### src/rtl/packet_switch_pkg.sv
`default_nettype none
// ============================================================================
//  Module      : packet_switch_pkg
//  Description : Shared types and constants for the packet-switch DMA RX path.
//                Provides the drop-gate state type and the CSR drop-threshold
//                width.
//  Revision    : 1.0 - initial release
// ============================================================================
package packet_switch_pkg;

    // Width of the per-channel drop threshold CSR field, in FIFO words.
    localparam int DMA_DROP_THRESH_W = 16;

    // Packet gate state. SOP waits for the first beat of a packet, PASS
    // forwards the remainder of an accepted packet, DROP discards it.
    typedef enum logic [1:0] {
        SOP  = 2'd0,
        PASS = 2'd1,
        DROP = 2'd2
    } drop_gate_state_t;

endpackage : packet_switch_pkg
`default_nettype wire

### src/rtl/dma_rx_drop_skid.sv
`default_nettype none
// ============================================================================
//  Module      : dma_rx_drop_skid
//  Description : Two-entry AXI-Stream skid buffer with registered outputs.
//                Carries an opaque payload (tdata/tkeep/tuser/tlast packed by
//                the parent). Full throughput while i_ready=1, 1-cycle latency.
//  Ports       : clk, rst_n       - clock, synchronous active-low reset
//                i_valid, i_data  - write side; a write is taken when
//                                   i_valid=1 and o_not_full=1
//                o_not_full       - write-side ready (skid entry empty)
//                o_valid, o_data  - registered read side
//                i_ready          - read-side ready
//  Revision    : 1.0 - initial release
// ============================================================================
module dma_rx_drop_skid #(
    parameter int WIDTH = 8
) (
    input  logic             clk,
    input  logic             rst_n,
    input  logic             i_valid,
    input  logic [WIDTH-1:0] i_data,
    output logic             o_not_full,
    output logic             o_valid,
    output logic [WIDTH-1:0] o_data,
    input  logic             i_ready
);

    logic             r_main_valid;
    logic             r_skid_valid;
    logic [WIDTH-1:0] r_main_data;
    logic [WIDTH-1:0] r_skid_data;
    logic             w_in_fire;
    logic             w_main_free;

    // Write-side ready depends only on registered state, so it never forms a
    // combinational path from the downstream ready.
    assign o_not_full  = ~r_skid_valid;
    assign w_in_fire   = i_valid & ~r_skid_valid;
    // Output register can take new data when empty or being read this cycle.
    assign w_main_free = ~r_main_valid | i_ready;

    always_ff @(posedge clk) begin
        if (!rst_n) begin
            r_main_valid <= 1'b0;
            r_skid_valid <= 1'b0;
        end else if (w_main_free) begin
            if (r_skid_valid) begin
                r_main_valid <= 1'b1;
                r_skid_valid <= 1'b0;
            end else begin
                r_main_valid <= w_in_fire;
            end
        end else if (w_in_fire) begin
            r_skid_valid <= 1'b1;
        end
    end

    // Payload registers carry no reset; their valids qualify them.
    always_ff @(posedge clk) begin
        if (w_main_free) begin
            if (r_skid_valid) begin
                r_main_data <= r_skid_data;
            end else if (w_in_fire) begin
                r_main_data <= i_data;
            end
        end else if (w_in_fire) begin
            r_skid_data <= i_data;
        end
    end

    assign o_valid = r_main_valid;
    assign o_data  = r_main_data;

endmodule : dma_rx_drop_skid
`default_nettype wire

### src/rtl/dma_rx_drop_gate.sv
`default_nettype none
// ============================================================================
//  Module      : dma_rx_drop_gate
//  Description : Per-channel DMA RX packet gate. At each start of packet the
//                drop threshold is compared with the DMA FIFO fill level; the
//                whole packet is then forwarded or silently discarded at line
//                rate, so a congested channel never stalls the packet switch.
//  Ports       : clk, rst_n                  - clock, sync active-low reset
//                cfg_drop_en/threshold       - CSR drop controls (SOP-sampled)
//                fifo_fill_level             - DMA FIFO occupancy (SOP-sampled)
//                igr_axis_*                  - ingress AXI-Stream
//                egr_axis_*                  - egress AXI-Stream (registered)
//                stat_drop/pass_pkt_cnt      - saturating packet counters
//  Build macro : DMA_RX_DROP_GATE_STATS_EN - when defined, the statistics
//                counters are implemented; otherwise they read as zero.
//  Revision    : 1.0 - initial release
// ============================================================================
module dma_rx_drop_gate
    import packet_switch_pkg::*;
#(
    parameter int DATA_WIDTH = 512,
    parameter int USER_WIDTH = 64,
    parameter int FILL_WIDTH = 16,
    parameter int CNT_WIDTH  = 32
) (
    input  logic                         clk,
    input  logic                         rst_n,
    input  logic                         cfg_drop_en,
    input  logic [DMA_DROP_THRESH_W-1:0] cfg_drop_threshold,
    input  logic [FILL_WIDTH-1:0]        fifo_fill_level,
    input  logic                         igr_axis_tvalid,
    output logic                         igr_axis_tready,
    input  logic [DATA_WIDTH-1:0]        igr_axis_tdata,
    input  logic [DATA_WIDTH/8-1:0]      igr_axis_tkeep,
    input  logic [USER_WIDTH-1:0]        igr_axis_tuser,
    input  logic                         igr_axis_tlast,
    output logic                         egr_axis_tvalid,
    input  logic                         egr_axis_tready,
    output logic [DATA_WIDTH-1:0]        egr_axis_tdata,
    output logic [DATA_WIDTH/8-1:0]      egr_axis_tkeep,
    output logic [USER_WIDTH-1:0]        egr_axis_tuser,
    output logic                         egr_axis_tlast,
    output logic [CNT_WIDTH-1:0]         stat_drop_pkt_cnt,
    output logic [CNT_WIDTH-1:0]         stat_pass_pkt_cnt
);

    localparam int c_KEEP_W = DATA_WIDTH / 8;
    localparam int c_SKID_W = DATA_WIDTH + c_KEEP_W + USER_WIDTH + 1;
    localparam int c_CMP_W  = (FILL_WIDTH > DMA_DROP_THRESH_W) ? FILL_WIDTH
                                                                : DMA_DROP_THRESH_W;

    drop_gate_state_t    r_state;
    drop_gate_state_t    w_next_state;
    logic                r_started;
    logic                w_accept;
    logic                w_drop_hit;
    logic                w_sop_evt;
    logic                w_fwd_wr;
    logic                w_skid_not_full;
    logic [c_CMP_W-1:0]  w_fill_ext;
    logic [c_CMP_W-1:0]  w_thr_ext;
    logic [c_SKID_W-1:0] w_skid_din;
    logic [c_SKID_W-1:0] w_skid_dout;

    // Drop decision from the live (same-cycle) inputs; it only takes effect
    // on the SOP beat.
    assign w_fill_ext = c_CMP_W'(fifo_fill_level);
    assign w_thr_ext  = c_CMP_W'(cfg_drop_threshold);
    assign w_drop_hit = cfg_drop_en & (w_fill_ext >= w_thr_ext);
    assign w_accept   = igr_axis_tvalid & igr_axis_tready;

    // Holds ingress ready low for the first cycle out of reset.
    always_ff @(posedge clk) begin
        if (!rst_n) begin
            r_started <= 1'b0;
        end else begin
            r_started <= 1'b1;
        end
    end

    // ---------------- state register ----------------
    always_ff @(posedge clk) begin
        if (!rst_n) begin
            r_state <= SOP;
        end else begin
            r_state <= w_next_state;
        end
    end

    // ---------------- next-state logic ----------------
    always_comb begin
        w_next_state = r_state;
        case (r_state)
            SOP: begin
                if (w_sop_evt && !igr_axis_tlast) begin
                    w_next_state = w_drop_hit ? DROP : PASS;
                end
            end
            PASS, DROP: begin
                if (w_accept && igr_axis_tlast) begin
                    w_next_state = SOP;
                end
            end
            default: w_next_state = SOP;
        endcase
    end

    // ---------------- output logic ----------------
    // DROP is always ready so discarded packets drain regardless of egress
    // back-pressure. SOP follows skid space even when it will drop.
    always_comb begin
        logic l_ready;
        logic l_fire;
        l_ready = 1'b0;
        if (rst_n && r_started) begin
            case (r_state)
                SOP, PASS: l_ready = w_skid_not_full;
                DROP:      l_ready = 1'b1;
                default:   l_ready = 1'b0;
            endcase
        end
        l_fire          = igr_axis_tvalid & l_ready;
        igr_axis_tready = l_ready;
        w_sop_evt       = l_fire & (r_state == SOP);
        w_fwd_wr        = l_fire & (((r_state == SOP) & ~w_drop_hit) |
                                    (r_state == PASS));
    end

    // ---------------- egress skid buffer ----------------
    assign w_skid_din = {igr_axis_tdata, igr_axis_tkeep, igr_axis_tuser, igr_axis_tlast};

    dma_rx_drop_skid #(
        .WIDTH (c_SKID_W)
    ) u_skid (
        .clk        (clk),
        .rst_n      (rst_n),
        .i_valid    (w_fwd_wr),
        .i_data     (w_skid_din),
        .o_not_full (w_skid_not_full),
        .o_valid    (egr_axis_tvalid),
        .o_data     (w_skid_dout),
        .i_ready    (egr_axis_tready)
    );

    assign {egr_axis_tdata, egr_axis_tkeep, egr_axis_tuser, egr_axis_tlast} = w_skid_dout;

    // ---------------- statistics ----------------
`ifdef DMA_RX_DROP_GATE_STATS_EN
    logic [CNT_WIDTH-1:0] r_drop_cnt;
    logic [CNT_WIDTH-1:0] r_pass_cnt;

    // One increment per packet at its SOP decision; saturate, never wrap.
    always_ff @(posedge clk) begin
        if (!rst_n) begin
            r_drop_cnt <= '0;
            r_pass_cnt <= '0;
        end else if (w_sop_evt) begin
            if (w_drop_hit) begin
                if (r_drop_cnt != {CNT_WIDTH{1'b1}}) begin
                    r_drop_cnt <= r_drop_cnt + CNT_WIDTH'(1);
                end
            end else begin
                if (r_pass_cnt != {CNT_WIDTH{1'b1}}) begin
                    r_pass_cnt <= r_pass_cnt + CNT_WIDTH'(1);
                end
            end
        end
    end

    assign stat_drop_pkt_cnt = r_drop_cnt;
    assign stat_pass_pkt_cnt = r_pass_cnt;
`else
    assign stat_drop_pkt_cnt = '0;
    assign stat_pass_pkt_cnt = '0;
`endif

endmodule : dma_rx_drop_gate
`default_nettype wire

### config.mk
export PLATFORM = sky130hd
export DESIGN_NAME = dma_rx_drop_gate
export DESIGN_NICKNAME = d
export VERILOG_FILES = /design/src/rtl/packet_switch_pkg.sv /design/src/rtl/dma_rx_drop_skid.sv /design/src/rtl/dma_rx_drop_gate.sv
export SDC_FILE = /design/constraint.sdc
export NUM_CORES = 1
export LEC_CHECK = 0
export CORE_AREA = 5 5 540 542
export DETAILED_ROUTE_END_ITERATION = 6
export DIE_AREA = 0 0 545 547
export PLACE_DENSITY = 0.32
export SYNTH_ARGS = -nofsm -noshare
export SYNTH_HDL_FRONTEND = slang
export SYNTH_SLANG_ARGS = --single-unit
### constraint.sdc
create_clock -name clk -period 73.8 [get_ports clk]
set_input_delay 7.38 -clock clk [delete_from_list [all_inputs] [get_ports clk]]
set_output_delay 7.38 -clock clk [all_outputs]
set_load 0.03 [all_outputs]
==> impl_results.md, run 1 <==
* Final WL at 192000 um
* Slew HR at 33.93%
* CP cell instances: clkdlybuf4s50_1 -> and3_1 -> clkdlybuf4s50_1
* Worst Clk Skew at 0.02849 ns
* CP delay by family, top: buffers and inverters
* Synth Area per Inst at 21.93 um2
* CP peak stage delay at 0.70 ns
* Final setup viols at 0
* CP Capture Type: output pin
* Largest family of logic cells by synthesized area: multiplexers
* Final hold violations at 0
* CP max-delay cell: clkdlybuf4s50_1
* Overflow after GRT at 0
* Final Max Slew Viols at 0
* DRT iter0 DRCs at 1419
* Largest net degree at the start of global routing at 128
* Top_reg_cell synth: edfxtp_1
* Nets at 4306
* Compound-Gate Fraction of Synth Area at 0.2435%
* Drt drc at 0
* Vias at 26379
* FP Rows at 197
* Mux cell area share after synthesis at 15.33%
* Req. time, crit path at 66.42 ns
* Fillcell total at 29546
* Adder-Cell Fraction of Synth Area at 0.4765%
* Vias per cell at 3.500
* Detail Route Antenna Nets at 0
* Root Driver: clkbuf_16
* First drt pass iteration count at 4
* DP HPWL at 143900 um
* Async set or reset register ratio after synthesis at 0%
* Xor/xnor share of the synthesized area at 0%
* Cells after synthesis at 2155
* Core box area at 286400 um2
* Least-Margin Pin Slew at 0.9910 ns
* Crit-path max FO at 7
* DIE AREA at 298100 um2
* FF+latch area at 38600 um2
* Outcome: complete, no violations
* Final period utilization at 22.14%
* Worst-skew pair later-pin latency at 0.82 ns
* Post-synth EDFFs at 1282
* Overall power at 1.804 mW
* Die X at 545 um
* P_leak at 22.29 nW
* # hold bufs at CTS at 0
* Fraction of layout cells with a size suffix above 1 at 23.97%
* Layout area overhead at 48.18%
* VDD IR max at 0.01439 mV
* Gpl congestion at 0.7583
* Hold Crit Class: flip-flop to flip-flop
* Global-route wire length before repair at 251900 um
* Crit path top cell by count: clkdlybuf4s50_1
* Crit Path Class: input port to output pin
* Fmax at 0.06120 GHz
* Post_cts resized at 0
* Postcts setup bufs at 0
* Setup TNS at 0 ns
* Cell Area, Synth at 47270 um2
* Vias in the first global route at 27726
* I/O pin total at 1385
* Max-Cap Viols at 0
* Post-layout minimum cycle time at 16.34 ns
* CTS sink cnt at 1287
* Port Buffers at 1320
* Multi-input logic area at 8010 um2
* Per-cell routed wire length at 25.48 um
* Ys Warns at 0
* CP bufs+invs at 2
* Worst Setup Start Kind: input port
* Chip height at 547 um
* CTS H-tree depth at 4
* RSZ-0062 raised after global routing: false
* All-Layer GR Usage at 12.19%
* Antenna violations before repair at 120
* CTS Buf Count at 169
* Yosys cell types at 32
* Simple-gate share of the synthesized area at 0.3494%
* Clock Path Buffers at 4
* Clock Pin Slew Worst Setup and Hold Paths at 0.06 ns
* CTS tree: done
* Post-synthesis register bit count at 1287
* Starting density of the core at 16.50%
* R2R Setup Slk at 67.02 ns
* PwrDens at 25.76 nW/um2
* Worst EP arrival at 8.96 ns
* Register area share after synthesis at 81.66%
-- worst min-delay path: stages (launching register included) --
cell and delay [ns]:
dfxtp_1 0.34, nand2_1 0.07, mux2i_1 0.07
-- cells by family after synthesis --
| kind of cell | after synthesis |
|---|---|
| flip-flops | 1287 |
| multiplexers | 644 |
| buffers and inverters | 157 |
| AND/OR/NAND/NOR | 32 |
| adder cells (fa/ha/maj) | 18 |
| AO/OA/AOI/OAI | 16 |
| other | 1 |
-- cell type report --
class,instances,area share [%]
diodes,26,0.09290
clock buffers,215,6.496
clock inverters,76,0.7146
inverters,21,0.1125
multi-input cells,774,11.44
flip-flops and latches,1287,55.11
well taps,3781,6.755
repair buffers,1357,19.28
-- cells in the mapped netlist, types with 2 or more instances --
cell type / number / share of area [%]
a21oi_1: 6 / 0.064
ha_1: 18 / 0.48
nand4_1: 2 / 0.026
nor2_1: 2 / 0.016
mux2_2: 641 / 15
clkbuf_1: 6 / 0.048
nand2_1: 9 / 0.071
mux2i_1: 3 / 0.064
inv_1: 21 / 0.17
buf_4: 64 / 1.0
nand3_1: 4 / 0.042
o21ai_0: 2 / 0.021
dfxtp_1: 5 / 0.21
edfxtp_1: 1282 / 81
nor3_1: 8 / 0.085
buf_2: 66 / 0.70
-- stage by stage --
step / hold WS, ns / area, um2 / utilization, % / setup slack [ns] / cells
detailed placement: 0.5115 / 64920 / 22.67 / 57.45 / 7220
global placement: 0.5161 / 64920 / 22.67 / 57.48 / 7220
CTS: 0.5194 / 69970 / 24.43 / 57.45 / 7511
finish: 0.5259 / 70040 / 24.45 / 57.46 / 7537
global route: 0.5408 / 69990 / 24.43 / 57.41 / 7516
floorplan: 0.4644 / 47500 / - / 19.70 / 2218
-- sequential cells by signal (all words and copies together) (netlist names) --
register	flops
r_started	1
r_state	2
u_skid.r_skid_data	641
u_skid.o_data	641
u_skid.o_valid	1
u_skid.r_skid_valid	1
-- path summary, 6_finish.rpt --
path / from / to / cells past startpoint
max: rst_n / igr_axis_tready / 3
min: r_state[0]$_SDFFE_PN0P_ / r_state[0]$_SDFFE_PN0P_ / 2
max reg2reg: u_skid.r_skid_valid$_SDFFE_PP0P_ / u_skid.o_data[245]$_DFFE_PP_ / 10
min reg2reg: r_state[0]$_SDFFE_PN0P_ / r_state[0]$_SDFFE_PN0P_ / 2
-- power breakdown --
part | leakage, nW | total [mW] | internal [mW] | switching [mW]
Combinational | 8.18 | 0.188 | 0.0806 | 0.107
Clock | 2.47 | 0.773 | 0.447 | 0.326
Sequential | 11.6 | 0.844 | 0.836 | 0.00803
-- routing by layer --
metal / share of wire, % / GRT usage, %
met1: 37 / 13.01
met2: 47 / 20.18
met3: 14 / 7.740
met4: 2.5 / 2.926
met5: 0.37 / 0
-- cells in the final DEF, fill, tap and decap left out, types with 4 or more instances in the layout --
| cell | Yosys | final |
|---|---|---|
| buf_4 | 64 | 36 |
| clkdlybuf4s50_1 | 0 | 1320 |
| nor3_1 | 8 | 7 |
| clkinv_8 | 0 | 4 |
| nand3_1 | 4 | 4 |
| mux2_2 | 641 | 641 |
| clkbuf_16 | 0 | 175 |
| clkbuf_1 | 6 | 38 |
| edfxtp_1 | 1282 | 1282 |
| bufinv_16 | 0 | 4 |
| conb_1 | 1 | 64 |
| diode_2 | 0 | 26 |
| clkinv_1 | 0 | 42 |
| nand2_1 | 9 | 9 |
| a21oi_1 | 6 | 5 |
| inv_1 | 21 | 21 |
| clkinv_2 | 0 | 21 |
| dfxtp_1 | 5 | 4 |
| ha_1 | 18 | 18 |
(Power assumes the default switching activity.)
==> run 2, diff against run 1 <==
==> constraint.sdc (replaced) <==
create_clock -name clk -period 16.1 [get_ports clk]
set_input_delay 1.61 -clock clk [delete_from_list [all_inputs] [get_ports clk]]
set_output_delay 1.61 -clock clk [all_outputs]
set_load 0.03 [all_outputs]
==> run 2 against run 1 <==
Net effect: die area unchanged; core utilization up 0.085 points; worst hold slack lost 0.029 ns; worst setup slack got worse by 47 ns; register-to-register slack worse by 56 ns; non-clock buffer count fell by 8; routed wire length is 5.8% lower; largest cell class unchanged.
==> impl_results.md, run 2 (synthesis results as in run 1) <==
* Postcts setup bufs at 0 (unchanged)
* Hold Crit Class: flip-flop to flip-flop
* I/O pin total at 1385 (unchanged)
* Reg2reg end: u_skid.o_data[159]$_DFFE_PP_
* Slew HR at 33.29% (-0.65 points)
* Most common cell after layout, fill and taps aside: clkdlybuf4s50_1
* Final WL at 180800 um (-5.8%)
* Max-Cap Viols at 0 (unchanged)
* Clock Pin Slew Worst Setup and Hold Paths at 0.05 ns (about the same)
* CTS Buf Count at 167 (-1.2%)
* Die X at 545 um (unchanged)
* DIE AREA at 298100 um2 (unchanged)
* Starting density of the core at 16.50% (unchanged)
* CTS sink cnt at 1287 (unchanged)
* Flop pwr share at 46.3% (-0.5 points)
* CP delay by family, top: buffers and inverters
* Nets at 4296 (-0.23%)
* Fillcell total at 29447 (-0.34%)
* Core box area at 286400 um2 (unchanged)
* Worst setup path endpoint: u_skid.r_skid_data[191]$_DFFE_PP_
* Internal power at 6.344 mW (+370%)
* All-Layer GR Usage at 11.45% (-0.74 points)
* Global-route wire length before repair at 239500 um (-4.9%)
* Overflow after GRT at 0 (unchanged)
* Post_cts resized at 0 (unchanged)
* Worst Clk Skew at 0.02735 ns (-0.001140 ns)
* Clock Path Buffers at 4 (unchanged)
* Vias in the first global route at 27423 (-1.1%)
* Critical Path Source: fifo_fill_level[0]
* Vias at 25986 (-1.5%)
* Least-Margin Pin Slew at 1.001 ns (+0.009676 ns)
* Final period utilization at 37.84%
* Fin area at 70280 um2 (+0.35%)
* Dpl cells at 7212 (-0.11%)
* Crit Path Class: input port to flip-flop
* Layout area overhead at 48.69%
* Fraction of layout cells with a size suffix above 1 at 24.33% (+0.36 points)
* Crit-path max FO at 125 (+118)
* Setup TNS at 0 ns (unchanged)
* FP Rows at 197 (unchanged)
* Largest net degree at the start of global routing at 130 (+1.6%)
* Multi-input logic area at 8061 um2 (+0.64%)
* P_leak at 22.35 nW (+0.25%)
* Detail Route Antenna Nets at 0 (unchanged)
* Root Driver: clkbuf_16
* Per-cell routed wire length at 24.00 um (-5.8%)
* Reg2reg start: u_skid.r_skid_valid$_SDFFE_PP0P_
* Fmax at 0.1642 GHz
* CTS H-tree depth at 4 (unchanged)
* Worst EP arrival at 6.52 ns (-2.44 ns)
* Final setup viols at 0 (unchanged)
* CP Capture Type: flip-flop
* VDD IR max at 0.07281 mV (+410%)
* R2R Setup Slk at 10.75 ns (-56.27 ns)
* Final std cells w/o fill at 7534 (-0.040%)
* Worst Setup Start Kind: input port
* Commonest non-fill, non-tap cells in the layout: clkdlybuf4s50_1 (1320), edfxtp_1 (1282), mux2_2 (641)
* Final Max Slew Viols at 0 (unchanged)
* Share of total power in combinational logic at 10.1% (-0.3 points)
* First drt pass iteration count at 4 (unchanged)
* Setup ws final at 10.01 ns (-47.45 ns)
* DP HPWL at 132200 um (-8.1%)
* Placed inst area at 65000 um2 (+0.12%)
* Vias per cell at 3.449 (-1.5%)
* Utilization after layout at 24.54% (+0.085 points)
* RSZ-0062 raised after global routing: false
* Port Buffers at 1320 (unchanged)
* Drt drc at 0 (unchanged)
* CTS tree: done
* Final hold violations at 0 (unchanged)
* Antenna violations before repair at 108 (-10%)
* Post-layout minimum cycle time at 6.092 ns
* # hold bufs at CTS at 0 (unchanged)
* CP cell instances: clkdlybuf4s50_1 -> inv_12 -> ha_4 -> nand2b_4 -> a2111o_1 -> nand3_2 -> a32oi_1 -> a21oi_4 -> buf_12 -> buf_12 -> buf_4 -> buf_4
* Req. time, crit path at 16.53 ns (-49.89 ns)
* Worst-skew pair later-pin latency at 0.80 ns (-0.02 ns)
* PwrDens at 119.0 nW/um2 (+360%)
* FF+latch area at 38600 um2 (unchanged)
* Sw Share at 24.17% (-0.27 points)
* CP max-delay cell: buf_4
* Chip height at 547 um (unchanged)
* Gpl congestion at 0.7487 (-1.3%)
* DP Worst Slack at 9.086 ns (-48.36 ns)
* CP Depth at 12 (+9)
* Clock Power Share at 43.6% (+0.8 points)
* Outcome: complete, no violations
* CP peak stage delay at 0.80 ns (+0.10 ns)
* DRT iter0 DRCs at 1367 (-3.7%)
* Cells on worst reg2reg path at 6 (-4)
* CP bufs+invs at 6 (+4)
* Psw at 2.022 mW (+360%)
run 2: changes by cell type in the layout (fill, tap and decap cells not counted), sizes merged:
cell / previous run / this run
clkbuf: 215 / 203
bufinv: 4 / 13
buf: 37 / 29
clkinvlp: 2 / 6
inv: 24 / 27
clkinv: 67 / 69
diode: 26 / 25
run 2: stage by stage:
stage | hold slack (ns) | power [mW]
3_3_place_gp | 0.4861 | 4.813
5_1_grt | 0.5411 | 8.729
2_1_floorplan | 0.4644 | 4.375
6_report | 0.4966 | 8.366
4_1_cts | 0.5020 | 8.565
3_5_place_dp | 0.4936 | 4.807
run 2: power groups by stage:
stage	Sequential (mW)	Clock [mW]	Combinational, mW
6_report	3.87	3.65	0.847
5_1_grt	3.88	3.95	0.897
4_1_cts	3.87	3.82	0.869
3_5_place_dp	3.94	0	0.865
3_3_place_gp	3.94	0	0.869
2_1_floorplan	4.19	0	0.181
run 2: worst reg2reg max path: cells and delay by family, from the launching register on:
family / cells / cell delay [ns]
muxes: 1 / 0.50
DFF: 1 / 0.79
buffers and inverters: 5 / 3.79
run 2: layout make-up:
type                    instances  area share [%]
repair buffers               1349           19.23
clock inverters                94           1.196
multi-input cells             774           11.47
flip-flops and latches       1287           54.92
clock buffers                 203           6.227
diodes                         25         0.08901
well taps                    3781           6.731
inverters                      21          0.1300
run 2: worst min-delay path by stage:
stage | startpoint | to | slack, ns | depth (start not counted)
4_1_cts | r_state[1]$_SDFFE_PN0P_ | r_state[1]$_SDFFE_PN0P_ | 0.50 | 2
3_5_place_dp | r_state[1]$_SDFFE_PN0P_ | r_state[1]$_SDFFE_PN0P_ | 0.49 | 2
3_3_place_gp | r_state[1]$_SDFFE_PN0P_ | r_state[1]$_SDFFE_PN0P_ | 0.49 | 2
5_1_grt | u_skid.r_skid_data[410]$_DFFE_PP_ | u_skid.o_data[410]$_DFFE_PP_ | 0.54 | 1
2_1_floorplan | r_state[1]$_SDFFE_PN0P_ | r_state[1]$_SDFFE_PN0P_ | 0.46 | 2
6_report | r_state[1]$_SDFFE_PN0P_ | r_state[1]$_SDFFE_PN0P_ | 0.50 | 2
run 2: per-layer routing:
layer | wire length [um] | share of wire (%) | global-route usage [%]
met3 | 26300 | 15 | 7.612
met1 | 68590 | 38 | 12.65
met2 | 80910 | 45 | 18.05
met4 | 4210 | 2.3 | 3.026
met5 | 831 | 0.46 | 0
==> run 3, diff against run 2 <==
==> constraint.sdc (replaced) <==
create_clock -name clk -period 6.3 [get_ports clk]
set_input_delay 0.63 -clock clk [delete_from_list [all_inputs] [get_ports clk]]
set_output_delay 0.63 -clock clk [all_outputs]
set_load 0.03 [all_outputs]
==> run 3 against run 2 <==
Net effect: register-to-register slack worse by 7.6 ns; via count barely moved; core utilization barely moved; worst hold slack worse by 0.10 ns; critical endpoint is now u_skid.r_skid_data[120]$_DFFE_PP_.
==> impl_results.md, run 3 (synthesis results as in run 1) <==
* Per-cell routed wire length at 24.33 um (+1.4%)
* Crit-path max FO at 61 (-51%)
* Final WL at 183000 um (+1.2%)
* Max-Cap Viols at 0 (unchanged)
* Final Max Slew Viols at 0 (unchanged)
* Least-Margin Pin Slew at 1.081 ns (+0.08071 ns)
* Outcome: complete, no violations
* Post-layout minimum cycle time at 3.509 ns
* Fin area at 70150 um2 (-0.19%)
* I/O pin total at 1385 (unchanged)
* Worst EP arrival at 3.95 ns (-2.57 ns)
* Commonest non-fill, non-tap cells in the layout: clkdlybuf4s50_1 (1320), edfxtp_1 (1282), mux2_2 (641)
* Root Driver: clkbuf_16
* # hold bufs at CTS at 0 (unchanged)
* CTS Buf Count at 165 (-1.2%)
* Die X at 545 um (unchanged)
* Worst Setup Start Kind: input port
* Post_cts resized at 0 (unchanged)
* Global-route wire length before repair at 242900 um (+1.4%)
* Nets at 4308 (+0.28%)
* Postcts setup bufs at 0 (unchanged)
* Vias at 26011 (+0.096%)
* Clock Pin Slew Worst Setup and Hold Paths at 0.06 ns (about the same)
* Fmax at 0.2850 GHz
* Vias in the first global route at 27557 (+0.49%)
* DIE AREA at 298100 um2 (unchanged)
* Detail Route Antenna Nets at 0 (unchanged)
* Gpl congestion at 0.7531 (+0.59%)
* Worst setup path endpoint: u_skid.r_skid_data[120]$_DFFE_PP_
* CTS tree: done
* Placed inst area at 65180 um2 (+0.28%)
* First drt pass iteration count at 4 (unchanged)
* All-Layer GR Usage at 11.63% (+0.17 points)
* Crit Path Class: input port to flip-flop
* Layout area overhead at 48.41%
* VDD IR max at 0.2024 mV (+180%)
* Critical Path Source: fifo_fill_level[0]
* Clock Path Buffers at 4 (unchanged)
* CTS H-tree depth at 4 (unchanged)
* Vias per cell at 3.458 (+0.24%)
* Reg2reg end: u_skid.r_skid_data[120]$_DFFE_PP_
* Core box area at 286400 um2 (unchanged)
* Port Buffers at 1320 (unchanged)
* CP Capture Type: flip-flop
* Fraction of layout cells with a size suffix above 1 at 24.20% (-0.13 points)
* Reg2reg start: r_state[1]$_SDFFE_PN0P_
* Worst Clk Skew at 0.02873 ns (+0.001379 ns)
* Final period utilization at 55.70%
* Req. time, crit path at 6.74 ns (-9.79 ns)
* DRT iter0 DRCs at 1481 (+8.3%)
* DP HPWL at 134900 um (+2.1%)
* Fillcell total at 29425 (-0.075%)
* Final setup viols at 0 (unchanged)
* R2R Setup Slk at 3.12 ns (-7.63 ns)
* PwrDens at 299.1 nW/um2 (+150%)
* Hold Crit Class: input port to flip-flop
* Most common cell after layout, fill and taps aside: clkdlybuf4s50_1
* CTS sink cnt at 1287 (unchanged)
* Worst-skew pair later-pin latency at 0.80 ns (about the same)
* Chip height at 547 um (unchanged)
* RSZ-0062 raised after global routing: false
* Largest net degree at the start of global routing at 138 (+6.2%)
* Antenna violations before repair at 108 (unchanged)
* Drt drc at 0 (unchanged)
* Setup TNS at 0 ns (unchanged)
* P_leak at 22.29 nW (-0.23%)
* Overflow after GRT at 0 (unchanged)
* Cells on worst reg2reg path at 9 (+3)
* Final hold violations at 0 (unchanged)
* Slew HR at 27.91% (-5.4 points)
* Starting density of the core at 16.50% (unchanged)
* FP Rows at 197 (unchanged)
-- run 3: critical path, cell delays in order --
cell,delay [ns]
clkdlybuf4s50_1,0.64
inv_12,0.03
ha_4,0.23
nand2b_4,0.13
a2111o_1,0.37
nand3_2,0.12
a32oi_1,0.22
a21oi_4,0.28
buf_12,0.33
buf_4,0.37
buf_4,0.39
-- run 3: report_power, final --
part | switching, mW | leakage [nW] | internal [mW] | total, mW
Sequential | 0.110 | 11.6 | 9.79 | 9.90
Clock | 3.79 | 2.40 | 5.11 | 8.89
Combinational | 1.23 | 8.26 | 0.958 | 2.19
-- run 3: worst min-delay path by stage --
| stage | slack, ns | end | cells after the start | start |
|---|---|---|---|---|
| after CTS | 0.28 | u_skid.r_skid_data[560]$_DFFE_PP_ | 1 | igr_axis_tdata[431] |
| after floorplan | 0.46 | r_state[1]$_SDFFE_PN0P_ | 2 | r_state[1]$_SDFFE_PN0P_ |
| after global placement | 0.48 | r_state[1]$_SDFFE_PN0P_ | 2 | r_state[1]$_SDFFE_PN0P_ |
| after global routing | 0.33 | u_skid.r_skid_data[549]$_DFFE_PP_ | 1 | igr_axis_tdata[420] |
| final | 0.40 | u_skid.r_skid_data[577]$_DFFE_PP_ | 1 | igr_axis_tdata[448] |
| after detailed placement | 0.49 | r_state[1]$_SDFFE_PN0P_ | 2 | r_state[1]$_SDFFE_PN0P_ |
-- run 3: final cells by class --
| class | instances | area [um2] | area share (%) |
|---|---|---|---|
| diodes | 14 | 35.03 | 0.04994 |
| clock buffers | 208 | 4333 | 6.177 |
| clock inverters | 75 | 595.6 | 0.8490 |
| inverters | 21 | 91.34 | 0.1302 |
| multi-input cells | 774 | 8061 | 11.49 |
| flip-flops and latches | 1287 | 38600 | 55.03 |
| well taps | 3781 | 4731 | 6.744 |
| repair buffers | 1363 | 13700 | 19.53 |
-- run 3: per-stage QoR --
stage          total power [mW]  hold slack, ns  cells  utilization [%]  worst slack, ns
4_1_cts                   21.49          0.2811   7509            24.48            2.853
6_report                  20.98          0.3969   7523            24.49            2.791
3_3_place_gp              12.33          0.4841   7226            22.76            1.958
3_5_place_dp              12.31          0.4918   7226            22.76            1.943
5_1_grt                   21.89          0.3251   7511            24.48            2.729
2_1_floorplan             11.18          0.4644   2218                -           -10.88
-- run 3: routing by layer --
layer	global-route usage, %	vias to the layer above	share of wire (%)
li1	-	11430	-
met3	6.614	372	13
met2	18.23	1177	44
met4	2.679	128	2.1
met5	0	-	0.46
met1	13.78	12904	40
